<file path="src/rtl/top_pkg.sv">
// ------------------------------------------------------------------
// top_pkg: SoC-wide bus widths.                           Rev 1.0
// ------------------------------------------------------------------
`default_nettype none

package top_pkg;
  localparam int unsigned TL_DW = 32;
endpackage

`default_nettype wire

</file>
<file path="src/rtl/mem_preload_pkg.sv">
// ------------------------------------------------------------------
// mem_preload_pkg: types shared by the CCM preload controller.  Rev 1.0
// ------------------------------------------------------------------
`default_nettype none

package mem_preload_pkg;
  localparam int unsigned c_addr_w = 11;

  typedef enum logic [1:0] {LOAD, DRAIN, HOLD, RUN} state_e;
  typedef enum logic {TGT_ICCM, TGT_DCCM} tgt_e;

  typedef struct packed {
    tgt_e                       tgt;
    logic [c_addr_w-1:0]        addr;
    logic [top_pkg::TL_DW-1:0]  wdata;
    logic [top_pkg::TL_DW-1:0]  wmask;
  } preload_entry_t;
endpackage

`default_nettype wire

</file>
<file path="src/rtl/prim_fifo_sync.sv">
// ------------------------------------------------------------------
// prim_fifo_sync: synchronous FIFO, power-of-two depth, optional
// empty-bypass; accepts a push while full if a pop happens.  Rev 1.0
// ------------------------------------------------------------------
`default_nettype none

module prim_fifo_sync #(
  parameter int unsigned Depth = 4,
  parameter int unsigned Width = 8,
  parameter bit          Pass  = 1'b0
) (
  input  logic             clk_i,
  input  logic             rst_ni,
  input  logic             wvalid_i,
  output logic             wready_o,
  input  logic [Width-1:0] wdata_i,
  output logic             rvalid_o,
  input  logic             rready_i,
  output logic [Width-1:0] rdata_o
);
  localparam int unsigned c_ptr_w = $clog2(Depth);
  localparam logic [c_ptr_w:0] c_ptr_one = {{c_ptr_w{1'b0}}, 1'b1};

  logic [Width-1:0] r_mem [Depth];
  logic [c_ptr_w:0] r_wptr;
  logic [c_ptr_w:0] r_rptr;
  logic             w_empty;
  logic             w_full;
  logic             w_take;
  logic             w_store;
  logic             w_bypass;

  // Extra pointer MSB distinguishes full from empty when the indices match.
  assign w_empty  = (r_wptr == r_rptr);
  assign w_full   = (r_wptr[c_ptr_w] != r_rptr[c_ptr_w]) &&
                    (r_wptr[c_ptr_w-1:0] == r_rptr[c_ptr_w-1:0]);
  assign w_take   = rready_i && !w_empty;
  assign wready_o = !w_full || w_take;
  assign w_store  = wvalid_i && wready_o && !w_bypass;

  if (Pass) begin : g_pass
    assign w_bypass = w_empty && wvalid_i && rready_i;
    assign rvalid_o = !w_empty || wvalid_i;
    assign rdata_o  = w_empty ? wdata_i : r_mem[r_rptr[c_ptr_w-1:0]];
  end else begin : g_no_pass
    assign w_bypass = 1'b0;
    assign rvalid_o = !w_empty;
    assign rdata_o  = r_mem[r_rptr[c_ptr_w-1:0]];
  end

  always_ff @(posedge clk_i or negedge rst_ni) begin
    if (!rst_ni) begin
      r_wptr <= '0;
      r_rptr <= '0;
    end else begin
      if (w_store) r_wptr <= r_wptr + c_ptr_one;
      if (w_take)  r_rptr <= r_rptr + c_ptr_one;
    end
  end

  always_ff @(posedge clk_i) begin
    if (w_store) r_mem[r_wptr[c_ptr_w-1:0]] <= wdata_i;
  end
endmodule

`default_nettype wire

</file>
<file path="src/rtl/mem_preload_ctrl.sv">
// ------------------------------------------------------------------
// mem_preload_ctrl: buffers testbench preload writes into ICCM/DCCM
// and releases the core from reset once the preload drains.  Rev 1.0
// ------------------------------------------------------------------
`default_nettype none

module mem_preload_ctrl
  import mem_preload_pkg::*;
#(
  parameter int unsigned FIFO_DEPTH   = 4,
  parameter int unsigned RST_HOLD_CYC = 8
) (
  input  logic                      clk_i,
  input  logic                      rst_ni,
  input  logic                      tb2iccm_we,
  input  logic                      tb2dccm_we,
  input  logic [top_pkg::TL_DW-1:0] tb2mem_wdata,
  input  logic [top_pkg::TL_DW-1:0] tb2mem_wmask,
  input  logic [c_addr_w-1:0]       tb2mem_waddr,
  input  logic                      tb2mem_finish,
  output logic                      iccm_req_o,
  input  logic                      iccm_gnt_i,
  output logic                      dccm_req_o,
  input  logic                      dccm_gnt_i,
  output logic [c_addr_w-1:0]       mem_addr_o,
  output logic [top_pkg::TL_DW-1:0] mem_wdata_o,
  output logic [top_pkg::TL_DW-1:0] mem_wmask_o,
  output logic                      core_rst_no,
  output logic                      fetch_en_o,
  output logic                      preload_done_o,
  output logic                      preload_err_o
);
  localparam logic [7:0] c_hold_last = 8'(RST_HOLD_CYC - 1);

  state_e         r_state;
  state_e         w_state_nxt;
  logic [7:0]     r_hold_cnt;
  logic [7:0]     w_hold_cnt_nxt;
  logic           r_err;
  logic           r_run;
  preload_entry_t w_push_entry;
  preload_entry_t w_head;
  logic           w_strobe;
  logic           w_dual;
  logic           w_push_req;
  logic           w_fifo_wready;
  logic           w_fifo_rvalid;
  logic           w_pop;
  logic           w_err_set;

  assign w_strobe   = tb2iccm_we || tb2dccm_we;
  assign w_dual     = tb2iccm_we && tb2dccm_we;
  assign w_push_req = w_strobe && (r_state == LOAD);

  // A dual strobe is resolved in favour of ICCM.
  assign w_push_entry.tgt   = tb2iccm_we ? TGT_ICCM : TGT_DCCM;
  assign w_push_entry.addr  = tb2mem_waddr;
  assign w_push_entry.wdata = tb2mem_wdata;
  assign w_push_entry.wmask = tb2mem_wmask;

  assign w_err_set = w_dual || (w_strobe && (r_state != LOAD)) ||
                     (w_push_req && !w_fifo_wready);

  prim_fifo_sync #(
    .Depth (FIFO_DEPTH),
    .Width ($bits(preload_entry_t)),
    .Pass  (1'b0)
  ) u_fifo (
    .clk_i    (clk_i),
    .rst_ni   (rst_ni),
    .wvalid_i (w_push_req),
    .wready_o (w_fifo_wready),
    .wdata_i  (w_push_entry),
    .rvalid_o (w_fifo_rvalid),
    .rready_i (w_pop),
    .rdata_o  (w_head)
  );

  assign iccm_req_o  = w_fifo_rvalid && (w_head.tgt == TGT_ICCM);
  assign dccm_req_o  = w_fifo_rvalid && (w_head.tgt == TGT_DCCM);
  assign mem_addr_o  = w_head.addr;
  assign mem_wdata_o = w_head.wdata;
  assign mem_wmask_o = w_head.wmask;
  assign w_pop       = (iccm_req_o && iccm_gnt_i) || (dccm_req_o && dccm_gnt_i);

  always_comb begin
    w_state_nxt    = r_state;
    w_hold_cnt_nxt = r_hold_cnt;
    case (r_state)
      LOAD:  if (tb2mem_finish) w_state_nxt = DRAIN;
      DRAIN: begin
        if (!w_fifo_rvalid) begin
          w_state_nxt    = HOLD;
          w_hold_cnt_nxt = '0;
        end
      end
      HOLD: begin
        w_hold_cnt_nxt = r_hold_cnt + 8'd1;
        if (r_hold_cnt == c_hold_last) w_state_nxt = RUN;
      end
      RUN:     w_state_nxt = RUN;
      default: w_state_nxt = LOAD;
    endcase
  end

  always_ff @(posedge clk_i or negedge rst_ni) begin
    if (!rst_ni) begin
      r_state    <= LOAD;
      r_hold_cnt <= '0;
      r_err      <= 1'b0;
      r_run      <= 1'b0;
    end else begin
      r_state    <= w_state_nxt;
      r_hold_cnt <= w_hold_cnt_nxt;
      r_run      <= (w_state_nxt == RUN);
      if (w_err_set) r_err <= 1'b1;
    end
  end

  assign core_rst_no    = r_run;
  assign fetch_en_o     = r_run;
  assign preload_done_o = r_run;
  assign preload_err_o  = r_err;
endmodule

`default_nettype wire

</file>
<file path="config.mk">
export PLATFORM = sky130hd
export DESIGN_NAME = mem_preload_ctrl
export DESIGN_NICKNAME = d
export VERILOG_FILES = /design/src/rtl/top_pkg.sv /design/src/rtl/mem_preload_pkg.sv /design/src/rtl/prim_fifo_sync.sv /design/src/rtl/mem_preload_ctrl.sv
export SDC_FILE = /design/constraint.sdc
export NUM_CORES = 1
export LEC_CHECK = 0
export CORE_UTILIZATION = 30
export CTS_BUF_LIST = sky130_fd_sc_hd__clkbuf_8
export CTS_CLUSTER_DIAMETER = 150
export DETAILED_ROUTE_END_ITERATION = 6
export DONT_BUFFER_PORTS = 1
export GPL_ROUTABILITY_DRIVEN = 1
export PLACE_DENSITY = 0.53
export SLEW_MARGIN = 20
export SYNTH_ARGS = -nofsm -noshare
export SYNTH_HDL_FRONTEND = slang
export SYNTH_SLANG_ARGS = --single-unit
</file>
<file path="constraint.sdc">
create_clock -name clk_i -period 11 [get_ports clk_i]
set_input_delay 1.1 -clock clk_i [delete_from_list [all_inputs] [get_ports clk_i]]
set_output_delay 1.1 -clock clk_i [all_outputs]
set_load 0.05 [all_outputs]
</file>
==> Word level (Yosys, flattened, before mapping) <==
Memories as Yosys holds them, arrays and structs flattened.
Cells that the tools add are included.
{ "totals": {"reg_bits": 18, "latch_bits": 0, "ramBits": 304, "romBits": 0, "in_bits": 82, "out_inout_bits": 81, "word_cells": 52, "mem_count": 1} }
{ "classes": {"addsub": 3, "multipliers": 0, "n_div": 0, "n_lt_le_gt_ge": 0, "eq_ne": 9, "n_shift": 0, "muxes": 9, "bitwise_logic": 1, "n_reduce_logical": 23} }
{ "mem_list": {"columns": ["name", "depth", "width", "read_ports", "rd_ports_with_merged_regs", "wr", "line_no", "text"], "rows": [
  ["u_fifo.r_mem", 4, 76, 1, 0, 1, "prim_fifo_sync.sv:24", "logic [Width-1:0] r_mem [Depth];"]
]} }
{ "op_table": {"columns": ["operator", "n"], "rows": [
  ["$pmux W8 S2", 1],
  ["$logic_and A1 B1 Y1", 11],
  ["$add A8 B1 Y8 const B", 1],
  ["$eq A8 B3 Y1 const B", 1],
  ["$mux W8", 1],
  ["$pmux W2 S4", 1],
  ["$add A3 B1 Y3 const B", 2],
  ["$eq A2 B2 Y1 const B", 3],
  ["$mux W2", 3],
  ["$logic_or A1 B1 Y1", 5],
  ["$reduce_bool A2 Y1", 2],
  ["$eq A3 B3 Y1", 1],
  ["$logic_not A1 Y1", 3],
  ["$mux W1", 3],
  ["$eq A2 B1 Y1 const B", 1],
  ["$eq A2 B2 Y1", 1],
  ["$logic_not A2 Y1", 1],
  ["$ne A2 B1 Y1 const B", 1],
  ["$reduce_and A2 Y1", 1],
  ["$ne A1 B1 Y1", 1],
  ["$not A1 Y1", 1]
]} }

==> Depth between registers and ports, before layout <==
Gate-level depths: netlist (run 1).
{ "depth": {"depth_word": 10, "ltp_mapped": 6, "depth_no_buf": 5} }

==> By module <==
From an unflattened synthesis (run 1), not the netlist that was laid out.
{ "hier_totals": {"hier_cells": 511, "hier_area_um2": 12064.1} }
{ "by_module_without_submodules": {"columns": ["module", "n_inst", "cells_per_inst", "area_per_inst_um2", "seq_area_each_um2"], "rows": [
  ["prim_fifo_sync", 1, 439, 11370.9, 9278.9],
  ["mem_preload_ctrl", 1, 72, 693.2, 300.3]
]} }

==> Worst setup path after synthesis (run 1) <==
No wires, ideal clock.
{ "synth_path": {"kind": "input-to-reg", "start": "input tb2dccm_we", "end": "memory u_fifo.r_mem[3][0] in the netlist's numbering, enable pin", "setup_time_ns": 0.504, "arrival_ns": 4.442, "setup_slack_ns": 6.053, "stages": 2, "n_path_buf": 0, "cell_sequence": "o21ai_0 a211oi_2"} }
{ "synth_between": {"elab_chain_cells": 5} }
{ "synth_lines": {"columns": ["item", "line_no", "text"], "rows": [
  ["from (decl)", "mem_preload_ctrl.sv:16", "input logic tb2dccm_we,"],
  ["$logic_or A1 B1 Y1", "mem_preload_ctrl.sv:51", "assign w_strobe = tb2iccm_we || tb2dccm_we;"],
  ["$logic_and A1 B1 Y1", "mem_preload_ctrl.sv:53", "assign w_push_req = w_strobe && (r_state == LOAD);"],
  ["$logic_and A1 B1 Y1", "prim_fifo_sync.sv:39", "assign w_store = wvalid_i && wready_o && !w_bypass;"],
  ["$mux W1", "prim_fifo_sync.sv:62", "if (w_store) r_mem[r_wptr[c_ptr_w-1:0]] <= wdata_i;"],
  ["$mux W1 (not written as such)", "prim_fifo_sync.sv:62", null],
  ["to (decl)", "prim_fifo_sync.sv:24", null]
]} }
Every way passes these cells.

==> Final worst setup path (run 1) <==
{ "layout_path": {"start": "register u_fifo.r_rptr[0]", "end": "output mem_wmask_o[19] in the netlist's numbering"} }
{ "layout_between": {"elab_chain_cells": 1} }
{ "layout_lines": {"columns": ["item", "line_no", "text"], "rows": [
  ["from (decl)", "prim_fifo_sync.sv:26", "logic [c_ptr_w:0] r_rptr;"],
  ["from (signal assigned)", "prim_fifo_sync.sv:57", "if (w_take) r_rptr <= r_rptr + c_ptr_one;"],
  ["$mem_v2 Z4 W76", null, null],
  ["to (decl)", "mem_preload_ctrl.sv:27", "output logic [top_pkg::TL_DW-1:0] mem_wmask_o,"]
]} }
Every way passes these cells.

==> results of run 1 <==
placed cells by master, fill, tap and decap left out, types with 3 or more instances in the layout:
cell | synthesis | final
clkbuf_8 | 0 | 55
ha_1 | 6 | 6
nor2_1 | 9 | 9
nor3b_1 | 3 | 3
mux2i_1 | 3 | 3
nor3_1 | 4 | 4
inv_1 | 8 | 21
mux4_2 | 76 | 76
nand2_1 | 8 | 8
clkinv_2 | 0 | 4
edfxtp_1 | 304 | 304
a21oi_1 | 8 | 8
and2_4 | 0 | 3
dfrtp_1 | 18 | 16
xnor2_1 | 5 | 5
xor2_1 | 5 | 5
nand3_1 | 4 | 4
buf_4 | 2 | 7
clkinv_1 | 0 | 18
state kept, by name, summed over array words and instances, names as in the netlist:
signal,cells
r_hold_cnt,8
r_state,2
u_fifo.r_rptr,3
u_fifo.r_mem,304
core_rst_no,1
u_fifo.r_wptr,3
preload_err_o,1
cells by family (layout without fill, tap and decap cells):
kind of cell | after synthesis | after routing
simple gates | 39 | 39
fa+ha+maj | 6 | 6
xor+xnor | 10 | 10
buf+inv | 31 | 110
flops | 322 | 322
compound gates | 19 | 19
mux | 81 | 81
power by group:
part	internal, W	switching, W	total (W)
Sequential	0.00142	0.000119	0.00154
Combinational	0.000332	0.000873	0.00121
Clock	0.000485	0.000463	0.000948
Total	0.00224	0.00146	0.00369
worst max-delay path, cell delays in order (launching register included):
cell and delay [ns]:
dfrtp_4 0.97, buf_4 0.78, mux4_2 0.77
worst max-delay path by stage:
stage / startpoint / endpoint / slack (ns) / cells past startpoint
final: u_fifo.r_rptr[0] / mem_wmask_o[19] / 6.73 / 2
after global routing: u_fifo.r_rptr[0] / mem_wdata_o[19] / 6.37 / 2
after CTS: u_fifo.r_rptr[0] / mem_wdata_o[13] / 6.50 / 2
after detailed placement: u_fifo.r_rptr[0] / u_fifo.r_mem[2][18] / 6.97 / 5
after global placement: u_fifo.r_rptr[0] / u_fifo.r_mem[2][17] / 7.04 / 5
after floorplan: tb2dccm_we / u_fifo.r_mem[3][0] / 6.05 / 2
layout make-up:
class | instances | area share
flip-flops and latches | 322 | 0.7070
multi-input cells | 155 | 0.1684
clock buffers | 55 | 0.05582
well taps | 518 | 0.04779
clock inverters | 39 | 0.01412
repair buffers | 8 | 0.004706
inverters | 8 | 0.002214
routing by layer:
metal / global-route usage / wire [microns] / up-vias
li1: - / - / 2210
met1: 0.1342 / 8931 / 2673
met2: 0.2035 / 12170 / 167
met3: 0.05724 / 2292 / 54
met4: 0.04708 / 625 / 0
met5: 0 / 0 / -
per-stage QoR:
stage	util	hold WS, ns	cells	total power, W	cell area, sq um
CTS	0.3476	0.08487	1105	0.003768	13560
global route	0.3476	0.09501	1105	0.003864	13560
detailed placement	0.3233	0.4791	1011	0.002795	12610
finish	0.3476	0.1711	1105	0.003691	13560
global placement	0.3232	0.4811	1011	0.002768	12610
floorplan	-	0.4617	508	0.002626	11990
cell usage after synthesis, types with 2 or more instances:
cell type,count,area share
mux4_2,76,0.14
clkbuf_1,9,0.0028
nor3b_1,3,0.0019
buf_1,4,0.0013
ha_1,6,0.0063
inv_1,8,0.0025
dfrtp_1,18,0.038
buf_4,2,0.0013
and2_1,3,0.0016
nand3b_1,2,0.0013
nand2_1,8,0.0025
nor2_1,9,0.0028
a21oi_1,8,0.0033
nor3_1,4,0.0017
o22ai_1,2,0.0010
mux2i_1,3,0.0025
nor2b_1,2,0.0010
buf_2,7,0.0029
xnor2_1,5,0.0037
edfxtp_1,304,0.76
nand3_1,4,0.0017
xor2_1,5,0.0037
a211oi_1,2,0.0013
==> summary.txt, run 1 <==
Run status
  – Status: completed

Clock tree
  – Clk root buf: clkbuf_8
  – Hold Buf Count CTS: 0
  – CTS tree: built
  – Clk sink count: 322
  – Later-pin clock latency in the skew report: 0.62 ns
  – Worst-path clk slew: 0.06 ns
  – Setup repair bufs after CTS: 0
  – Clock Path Buffers: 3
  – H-tree levels: 2
  – Number of CTS-inserted buffers: 54
  – PostCTS Resize Cnt: 0

Floorplanning
  – Chip height: 201.9 microns
  – Initial Util: 0.3073
  – FP Rows: 72
  – Die area: 0.04076 sq mm
  – CORE AREA: 0.03901 sq mm
  – Die X-Extent: 201.9 microns
  – # IOs: 163

Final layout
  – Layout cells sized above 1: 0.2658
  – Area of the multi-input gates: 0.002283 sq mm
  – # diodes: 0
  – Final nets: 637
  – Fillers: 3,565
  – Register area: 0.009587 sq mm
  – Syn-to-layout area delta: 13.12%

Critical path
  – Crit path required time: 9.90 ns
  – Max Fanout on Critical Path: 40
  – Crit start category: flop
  – Reg2reg end: u_fifo.r_mem[2][8]
  – Reg2reg start: u_fifo.r_rptr[0]
  – Crit path capture type: output pin
  – Crit Path Class: flop to output pin
  – Worst EP arrival: 3.17 ns
  – R2R setup slack: 7.09 ns
  – R2r worst-path depth: 5

STA
  – Clock skew: 0.02744 ns
  – Min setup slack post-route: 6.727 ns
  – Min Clock Period, post-route: 4.273 ns
  – TNS Setup: 0 ns
  – Setup violators final: 0
  – Slew headroom: 0.3318
  – Max-slew violation count: 0
  – Tightest Pin Transition: 1.000 ns
  – Fmax: 234.0 MHz
  – Unrepaired setup endpoints after global routing: false
  – Hold Vio Cnt, Final: 0
  – Fin crit share: 0.3884

Power and ir drop
  – Leak: 4.257 nW
  – VDD IR max: 0.1151 mV
  – PD cells: 272.2 mW/mm^2

Synthesis
  – Largest family of logic cells by synthesized area: multiplexers
  – Syn_nets: 596
  – Compound-Gate Fraction of Synth Area: 0.01033
  – #FFs+latches synth: 322
  – Cells after synthesis: 508
  – Top_reg_cell synth: edfxtp_1
  – Multiplexer area fraction after synthesis: 0.1484
  – Cell Area, Synth: 0.01199 sq mm
  – Register area share after synthesis: 0.7991
  – Unique masters post-synth: 37
  – XOR/XNOR Fraction of Synth Area: 0.007306
  – Synthesis warning total: 0
  – Post-Synth Adder-Cell Area: 0.006262
  – Number of synthesized flops with an enable pin: 304
  – Ys async rst share: 0.05590
  – Avg Cell Area, Syn: 23.60 sq um
  – Post-Synth Simple-Gate Area: 0.01691

Global route
  – Initial antenna violation count: 0
  – Total track usage: 0.1218
  – GRT overflow: 0
  – Global-route wire length before repair: 36.60 mm
  – Largest net degree at the start of global routing: 77
  – Vias in the first global route: 5,850

Detailed routing
  – Routed len/inst: 21.74 microns
  – Detail Route Antenna Nets: 0
  – Initial DRC Count: 289
  – Routed wire length: 24.02 mm
  – Pre-antenna DRT Iters: 4
  – Drt via density: 4.619
  – Vias: 5,104
  – DR DRC count: 0

Placement
  – I/O Buffers: 0
  – Dpl hpwl: 13.97 mm
  – Worst slack at placement: 6.969 ns
  – Placer Congestion: 0.6999

Job
  – Max Cap Viol: 0

Min path
  – Hold Crit Class: input port to async pin
Power figures use the tool's default switching activity.
==> run 2, diff against run 1 <==
- PLACE_DENSITY: 0.53 -> 0.54
- clock period: 11 -> 3.8 ns (I/O delays scaled with it)
==> summary.txt, run 2 (synthesis gave the netlist of run 1 again) <==
Placement
  – I/O Buffers: 0 (unchanged)
  – Placed cell areas: 0.01268 sq mm (was 0.01261 sq mm)
  – Dpl hpwl: 13.87 mm (was 13.97 mm)
  – Placer Congestion: 0.7535 (was 0.6999)

Critical path
  – Crit path required time: 3.42 ns (was 9.90 ns)
  – Max Fanout on Critical Path: 52 (was 40)
  – Worst EP arrival: 2.78 ns (was 3.17 ns)
  – Reg2reg end: u_fifo.r_mem[2][52] (was u_fifo.r_mem[2][8])
  – R2R setup slack: 0.64 ns (was 7.09 ns)
  – Reg2reg start: u_fifo.r_rptr[0] (unchanged)
  – Crit path capture type: output pin (unchanged)
  – R2r worst-path depth: 5 (unchanged)
  – Crit Path Class: flop to output pin (unchanged)
  – Crit start category: flop (unchanged)

Detailed routing
  – Pre-antenna DRT Iters: 4 (unchanged)
  – Vias: 5,463 (was 5,104)
  – Drt via density: 4.568 (was 4.619)
  – Routed len/inst: 20.51 microns (was 21.74 microns)
  – Top Layer Used: met5 (was met4)
  – Met2 WL: 12.01 mm (was 12.17 mm)
  – M1 WL: 9.987 mm (was 8.931 mm)
  – DR DRC count: 0 (unchanged)
  – Met3 Routed Length: 1.904 mm (was 2.292 mm)
  – Initial DRC Count: 326 (was 289)
  – Detail Route Antenna Nets: 0 (unchanged)
  – Routed wire length: 24.53 mm (was 24.02 mm)

STA
  – Unrepaired setup endpoints after global routing: false (unchanged)
  – Slew headroom: 0.3653 (was 0.3318)
  – Max-slew violation count: 0 (unchanged)
  – Setup violators final: 0 (unchanged)
  – Tightest Pin Transition: 0.9520 ns (was 1.000 ns)
  – TNS Setup: 0 ns (unchanged)
  – Clock skew: 0.02582 ns (was 0.02744 ns)
  – Fmax: 316.3 MHz
  – Min Clock Period, post-route: 3.162 ns
  – Hold Vio Cnt, Final: 0 (unchanged)
  – Fin crit share: 0.8320

Clock tree
  – CTS tree: built (unchanged)
  – Clk root buf: clkbuf_8 (unchanged)
  – Setup repair bufs after CTS: 0 (unchanged)
  – Clock Path Buffers: 3 (unchanged)
  – PostCTS Resize Cnt: 0 (unchanged)
  – Clk sink count: 322 (unchanged)
  – H-tree levels: 2 (unchanged)
  – Later-pin clock latency in the skew report: 0.61 ns (was 0.62 ns)
  – Worst-path clk slew: 0.06 ns (about the same)
  – Number of CTS-inserted buffers: 54 (unchanged)
  – Hold Buf Count CTS: 80 (was 0)

Floorplanning
  – CORE AREA: 0.03901 sq mm (unchanged)
  – Die X-Extent: 201.9 microns (unchanged)
  – Initial Util: 0.3073 (unchanged)
  – # IOs: 163 (unchanged)
  – FP Rows: 72 (unchanged)
  – Chip height: 201.9 microns (unchanged)
  – Die area: 0.04076 sq mm (unchanged)

Global route
  – Largest net degree at the start of global routing: 78 (was 77)
  – Initial antenna violation count: 3 (was 0)
  – GRT overflow: 0 (unchanged)
  – Global-route wire length before repair: 37.57 mm (was 36.60 mm)
  – Vias in the first global route: 6,186 (was 5,850)
  – Total track usage: 0.1238 (was 0.1218)

Final layout
  – Most common cell after layout, fill and taps aside: edfxtp_1 (unchanged)
  – Area of the multi-input gates: 0.002283 sq mm (unchanged)
  – Fillers: 3,508 (was 3,565)
  – Max reg flops: 304 (unchanged)
  – Final nets: 720 (was 637)
  – Layout cells sized above 1: 0.2515 (was 0.2658)
  – Post-layout util: 0.3730 (was 0.3476)
  – Post-route cell area: 0.01455 sq mm (was 0.01356 sq mm)
  – Commonest cells after routing, fill and taps aside: edfxtp_1 (304), dlygate4sd3_1 (80), mux4_2 (76) (was edfxtp_1 (304), mux4_2 (76), clkbuf_8 (55))
  – Syn-to-layout area delta: 21.37% (was 13.12%)
  – Register area: 0.009587 sq mm (unchanged)

Min path
  – Hold Crit Class: input port to flop (was input port to async pin)
  – Hold_sp: iccm_gnt_i
  – Min-Delay Endpoint: u_fifo.r_wptr[1]
  – WHS Path Cells: 3

Power and ir drop
  – PD cells: 762.2 mW/mm^2 (was 272.2 mW/mm^2)
  – VDD IR max: 0.4624 mV (was 0.1151 mV)
  – Leak: 4.690 nW (was 4.257 nW)

Job
  – Max Cap Viol: 0 (unchanged)

Run status
  – Status: completed (unchanged)
-- run 2: stage by stage --
stage | setup slack, ns | power, W | hold slack (ns) | std cells
after floorplan | 0.01214 | 0.007607 | 0.08441 | 508
after global placement | 0.6385 | 0.008121 | 0.08498 | 1014
after detailed placement | 0.5634 | 0.008173 | 0.08507 | 1014
after CTS | 0.4982 | 0.01132 | 0.02498 | 1194
after global routing | 0.4296 | 0.01160 | 0.07398 | 1195
final | 0.6385 | 0.01109 | 0.09836 | 1196
-- run 2: worst max path at each step --
stage                           startpoint                  end  slack (ns)  cells after the start
after floorplan           u_fifo.r_rptr[0]   u_fifo.r_mem[3][0]        0.01                      4
after global placement    u_fifo.r_rptr[0]  u_fifo.r_mem[2][53]        0.64                      5
after detailed placement  u_fifo.r_rptr[0]  u_fifo.r_mem[2][54]        0.56                      5
after CTS                 u_fifo.r_rptr[1]      mem_wdata_o[19]        0.50                      3
after global routing      u_fifo.r_rptr[0]  u_fifo.r_mem[2][52]        0.43                      5
final                     u_fifo.r_rptr[1]      mem_wdata_o[17]        0.64                      3
-- run 2: power breakdown --
| group | internal [W] | total (W) | switching, W | leakage (nW) |
|---|---|---|---|---|
| clock | 0.00162 | 0.00296 | 0.00135 | 0.604 |
| combinational | 0.00106 | 0.00388 | 0.00282 | 1.14 |
| sequential | 0.00410 | 0.00424 | 0.000140 | 2.94 |
| total | 0.00678 | 0.0111 | 0.00431 | 4.69 |
-- run 2: critical path, stage by stage (launching register included) --
cell and delay (ns):
dfrtp_4 0.42, buf_4 0.37, buf_4 0.69, mux4_2 0.59
-- run 2: metal layers --
metal	track usage	vias up
met1	0.1506	2866
met2	0.1993	155
li1	-	2395
met4	0.05547	2
met5	0	-
met3	0.04208	45
-- run 2: final cells by class --
class                      instances  share of cell area
clock inverter                    42             0.01815
tap                              518             0.04455
inverter                           8            0.002064
antenna                            2           0.0003440
sequential                       322              0.6589
clock buffer                      58             0.05487
multi-input combinational        155              0.1569
timing repair buffer              91             0.06416
